`config.mk`:
```
export PLATFORM = sky130hd
export DESIGN_NAME = offset_strip_pipe
export DESIGN_NICKNAME = d
export VERILOG_FILES = /design/src/rtl/offset_strip_pipe.sv
export SDC_FILE = /design/constraint.sdc
export NUM_CORES = 1
export LEC_CHECK = 0
export BUFFER_PORTS_ARGS = -buffer_cell sky130_fd_sc_hd__buf_2
export CORE_ASPECT_RATIO = 0.9
export CORE_UTILIZATION = 57
export CTS_CLUSTER_SIZE = 24
export DETAILED_ROUTE_END_ITERATION = 6
export GPL_ROUTABILITY_DRIVEN = 1
export MAX_ROUTING_LAYER = met4
export PLACE_DENSITY = 0.92
export SYNTH_ARGS = -nofsm -noshare
export SYNTH_HDL_FRONTEND = slang
export SYNTH_SLANG_ARGS = --single-unit
```
`constraint.sdc`:
```
create_clock -name clk -period 2.3 [get_ports clk]
set_input_delay 0 -clock clk [delete_from_list [all_inputs] [get_ports clk]]
set_output_delay 0 -clock clk [all_outputs]
set_load 0.005 [all_outputs]
```
`src/rtl/offset_strip_pipe.sv`:
```
// Three-stage valid/ready pipeline that strips the forward chain's constant offsets (-OFF0, -OFF1, -OFF2).
// Optional underflow tracking is enabled by defining OFFSET_STRIP_UFLOW_CHK_EN.
module offset_strip_pipe #(
  parameter int unsigned WIDTH = 32,
  parameter int unsigned OFF0  = 10,
  parameter int unsigned OFF1  = 3,
  parameter int unsigned OFF2  = 5,
  parameter int unsigned CNT_W = 16
) (
  input  logic             clk,
  input  logic             rst,
  input  logic             in_valid,
  output logic             in_ready,
  input  logic [WIDTH-1:0] in_data,
  output logic             out_valid,
  input  logic             out_ready,
  output logic [WIDTH-1:0] out_data,
  output logic             out_uflow,
  output logic [CNT_W-1:0] pass_cnt
);

  localparam logic [WIDTH-1:0] K0 = WIDTH'(OFF0);
  localparam logic [WIDTH-1:0] K1 = WIDTH'(OFF1);
  localparam logic [WIDTH-1:0] K2 = WIDTH'(OFF2);

  logic             r_v1, r_v2, r_v3;
  logic [WIDTH-1:0] r_s1, r_s2, r_s3;
  logic [CNT_W-1:0] r_cnt;

  logic w_adv3, w_rdy3, w_rdy2, w_rdy1;

  // Each stage may accept whenever it is empty or everything downstream of it moves.
  assign w_adv3 = r_v3 & out_ready;
  assign w_rdy3 = ~r_v3 | out_ready;
  assign w_rdy2 = ~r_v2 | w_rdy3;
  assign w_rdy1 = ~r_v1 | w_rdy2;

  assign in_ready  = w_rdy1;
  assign out_valid = r_v3;
  assign out_data  = r_s3;
  assign pass_cnt  = r_cnt;

  always_ff @(posedge clk) begin
    if (rst) begin
      r_v1  <= 1'b0;
      r_v2  <= 1'b0;
      r_v3  <= 1'b0;
      r_s1  <= '0;
      r_s2  <= '0;
      r_s3  <= '0;
      r_cnt <= '0;
    end else begin
      if (w_rdy1) begin
        r_v1 <= in_valid;
        if (in_valid) r_s1 <= in_data - K0;
      end
      if (w_rdy2) begin
        r_v2 <= r_v1;
        if (r_v1) r_s2 <= r_s1 - K1;
      end
      if (w_rdy3) begin
        r_v3 <= r_v2;
        if (r_v2) r_s3 <= r_s2 - K2;
      end
      if (w_adv3 && (r_cnt != '1)) r_cnt <= r_cnt + CNT_W'(1);
    end
  end

`ifdef OFFSET_STRIP_UFLOW_CHK_EN
  logic r_u1, r_u2, r_u3;
  logic w_b1, w_b2, w_b3;

  // Sticky borrow flag follows its word through the same enables as the data.
  assign w_b1 = (in_data < K0);
  assign w_b2 = (r_s1 < K1);
  assign w_b3 = (r_s2 < K2);

  always_ff @(posedge clk) begin
    if (rst) begin
      r_u1 <= 1'b0;
      r_u2 <= 1'b0;
      r_u3 <= 1'b0;
    end else begin
      if (w_rdy1 && in_valid) r_u1 <= w_b1;
      if (w_rdy2 && r_v1)     r_u2 <= r_u1 | w_b2;
      if (w_rdy3 && r_v2)     r_u3 <= r_u2 | w_b3;
    end
  end

  assign out_uflow = r_u3;
`else
  assign out_uflow = 1'b0;
`endif

endmodule
```
* Word-level counts from Yosys, hierarchy flattened *
Index checks and enable logic that the tools add are counted.

operators by class
  reductions and logical operators = 4
  add/sub/neg operators = 4
  bitwise gates (word level) = 7
  equal/unequal tests = 1

operator list
  kind                     number
  $sub A32 B2 Y32 const B  1
  $sub A32 B3 Y32 const B  1
  $sub A32 B4 Y32 const B  1
  $add A16 B1 Y16 const B  1
  $ne A16 B16 Y1 const B   1
  $reduce_and A2 Y1        3
  $not A1 Y1               3
  $or A1 B1 Y1             3
  $and A1 B1 Y1            1
  $logic_and A1 B1 Y1      1

word-level totals
  flip-flop bits (word level) = 115
  logic and storage cells = 23

* Longest topological paths before layout *
  word-level depth = 5
  gate-level depth with buffers = 8

* Worst setup path before layout *
No wires, ideal clock.

  path kind = reg-to-reg
  start point = reg r_s1[2]
  end point = reg r_s2[12]
  stages on the path, launching flop included = 6
  library setup time = 91 ps
  setup slack = 160 ps
  clock period less this slack = 2,140 ps
  arrival time = 2,049 ps
  path through = dfxtp_1 -> or4_4 -> or4_4 -> buf_6 -> or3_1 -> a311oi_1

between the ends
  word-level cells in the longest chain between the ends = 1

RTL lines
  element                 line  source
  start, declared         27    logic [WIDTH-1:0] r_s1, r_s2, r_s3;
  start signal, assigned  55    if (in_valid) r_s1 <= in_data - K0;
  $sub A32 B2 Y32         59    if (r_v1) r_s2 <= r_s1 - K1;
  end signal, assigned    59
  end, declared           27

Every way passes these cells.
A chain may end at the register's enable or synchronous reset.

* Worst setup path after layout *
  start point = reg r_s1[6]
  end point = reg r_s2[12]

Same word-level chain as after synthesis.

==> run metrics <==
worst reg2reg setup slack 0.08 ns; final setup vio count 0; Final Util 74.3%; fmax 450 MHz; syn_area_per_cell 8.35 sq um; Initial Utilization just under 60%; Iter 0 DRT Violations 473; synthesized instance count around 700; Total Nets Final 838; fin. max-slew vios 0; largest net degree at the start of global routing 72; cells on worst reg2reg path 4; syn_nets 737; core area around 9800 sq um; synthesis-stage register bit count between 100 and 150; hold_ws roughly 0.00077 ns; Setup crit end r_s2[12]; Required @ worst endpoint between 2 and 3 ns; status completed; crit path from r_s1[6]; Clk pwr share between 40% and 50%; Slew headroom 49.0%; RePlAce Congestion 0.857; switch share 26.4%; worst r2r src r_s1[6]; Int Pwr 4.18 mW; Residual DRC 0; hpwl dp just under 10000 microns; CTS max path bufs 2; die height between 90 and 100 microns; WS Path Type reg -> reg; FP Rows 34; crit-path cells or4_1 -> or4_4 -> or3_1 -> a311oi_2; top cell type's share of synthesized area 39.5%; PwrDens 782 nW/um^2; Setup crit start kind flip-flop; WHS Path Cells 3; total congestion overflow 0; # diodes 0; first-pass GRT wire length 24100 microns; vias per inst 5.90; slowest CP cell or4_4; router iterations before antenna repair 5; vias 5532; synthesis-to-finish area growth 24.9%; vias in the first global route 5124; io pins 87; predominant post-synthesis flop cell dfxtp_1; most frequent cells in the layout 130 x nor2_1, 115 x dfxtp_1, 84 x buf_2, 70 x a211oi_1, 49 x xnor2_1; crit-path max FO 8; Combinational Power Share 14.0%; Final period util 96.7%; DRT Wirelength approximately 15000 microns; leak pwr 2.66 nW; commonest non-fill, non-tap cell in the layout nor2_1; worst-skew pair later-pin latency 0.41 ns; Synthesis Warnings 0; number of flops mapped to enable cells by yosys 0; MaxCap Viol Count 0; Die X 109 microns; clock-pin slew on the worst setup and hold paths 0.05 ns; share of layout cells above drive strength 1 between 10% and 20%; Hold Vio Cnt, Final 0; net switching power 1.50 mW; Largest stage delay, worst path 0.57 ns; routed length per instance approximately 16 microns; RSZ-0062 raised after global routing false; cell taking the most area after synthesis dfxtp_1; Final Critical Period 2.22 ns; R2R Path End r_s2[12]; Slew @ Worst Pin 0.766 ns; post-synth cell types between 40 and 50; antenna violations before repair 0; mapped cell area 5820 sq um; total track usage ~30%; IO Port Bufs 85; root buf cell clkbuf_16; die area roughly 11000 sq um; TritonCTS clock tree built; Critical Path Sink Type flip-flop; top post-synthesis cells by area dfxtp_1 40%, a211oi_1 9.0%, nor2_1 8.4%, xnor2_1 7.4%, xor2_1 5.7%; Worst EP arrival 2.54 ns; Worst Skew 0.00692 ns; fraction of registers with async set/reset 0%; # clock sinks 115; setup_tns 0 ns; CTS buffer count 17; share of the yosys chip area belonging to registers just under 40%; H-tree lvl count 4; sequential share of power around two fifths; post-route ant nets 0; Peak VDD IR 0.000465 V; min-delay worst type in -> reg
==> state kept, by name (all words and copies together) (netlist names) <==
signal     count
out_data      32
pass_cnt      16
r_s1          32
r_s2          32
r_v1           1
r_v2           1
out_valid      1
==> synthesized netlist by cell type (4+ instances only) <==
master,number
xor2_1,38
a211oi_1,70
nand3_1,19
nor4_1,25
or3_1,15
inv_1,9
a311oi_1,12
xnor2_1,49
nand3b_1,4
nand4_1,10
nand4b_1,5
dfxtp_1,115
or4_1,12
mux2i_1,4
a21oi_1,13
nand2_1,39
clkbuf_1,34
nand2b_1,6
nor3_1,28
a211oi_2,4
o21ai_0,15
nor2_1,130
ha_1,4
==> timing repair <==
action                                  CTS  global route
endpoints found under the setup margin    0             4
hold buffers                             22             0
endpoints found under the hold margin    21             0
setup buffers                             0             0
gates resized for setup                   0             6
==> kinds of logic after synthesis <==
group / count (synthesis) / synth area share, %
AO/OA/AOI/OAI: 122 / 15.0
XOR/XNOR: 87 / 13.1
adder cells (fa/ha/maj): 4 / 0.860
buffers and inverters: 49 / 3.46
flip-flops: 115 / 39.5
multiplexers: 5 / 0.881
other: 1 / 0.0644
AND/OR/NAND/NOR: 314 / 27.1
==> metrics by stage <==
step | power [mW] | cell area (sq um) | worst slack, ns | cells
after floorplan | 2.76 | 5820 | 0.160 | 697
after global placement | 2.96 | 6410 | 0.177 | 883
after detailed placement | 3.01 | 6410 | 0.118 | 883
after CTS | 5.68 | 7230 | 0.0149 | 937
after global routing | 5.89 | 7270 | 0.00662 | 937
final | 5.69 | 7270 | 0.0757 | 937
==> power groups by stage <==
stage	clock network [mW]	registers, mW	logic, mW
finish	2.65	2.24	0.794
global route	2.76	2.25	0.875
CTS	2.66	2.23	0.779
detailed placement	0	2.27	0.733
global placement	0	2.26	0.702
floorplan	0	2.24	0.516
==> worst min-delay path by stage <==
stage	startpoint	endpoint	slack (ns)
final	in_data[27]	r_s1[27]	0.0008
after CTS	in_data[27]	r_s1[27]	0.002
after global routing	in_data[2]	r_s1[2]	0.02
after floorplan	in_data[1]	r_s1[1]	0.1
after global placement	in_data[1]	r_s1[1]	0.22
after detailed placement	in_data[1]	r_s1[1]	0.23
==> area by class of cell <==
type | instances | area (sq um)
multi-input cells | 533 | 3390
fillers | 717 | 2510
flip-flops and latches | 115 | 2300
repair buffers | 122 | 786
clock buffers | 19 | 443
clock inverters | 13 | 158
well taps | 126 | 158
inverters | 9 | 33.8
==> metal layers <==
metal / GRT usage (%) / share of wire (%) / vias up / wire (microns)
met2: 46.2 / 47 / 188 / 6970
met3: 6.28 / 5.2 / 30 / 767
met4: 12.1 / 2.3 / 0 / 336
met5: - / 0 / - / 0
met1: 36.6 / 46 / 2586 / 6750
li1: - / - / 2728 / -
==> critical path, delay by kind of cell (launching register included) <==
family / cells / cell delay [ns]
flops: 1 / 0.37
compound gates: 1 / 0.27
simple gates: 3 / 1.48
Power figures use the tool's default switching activity.
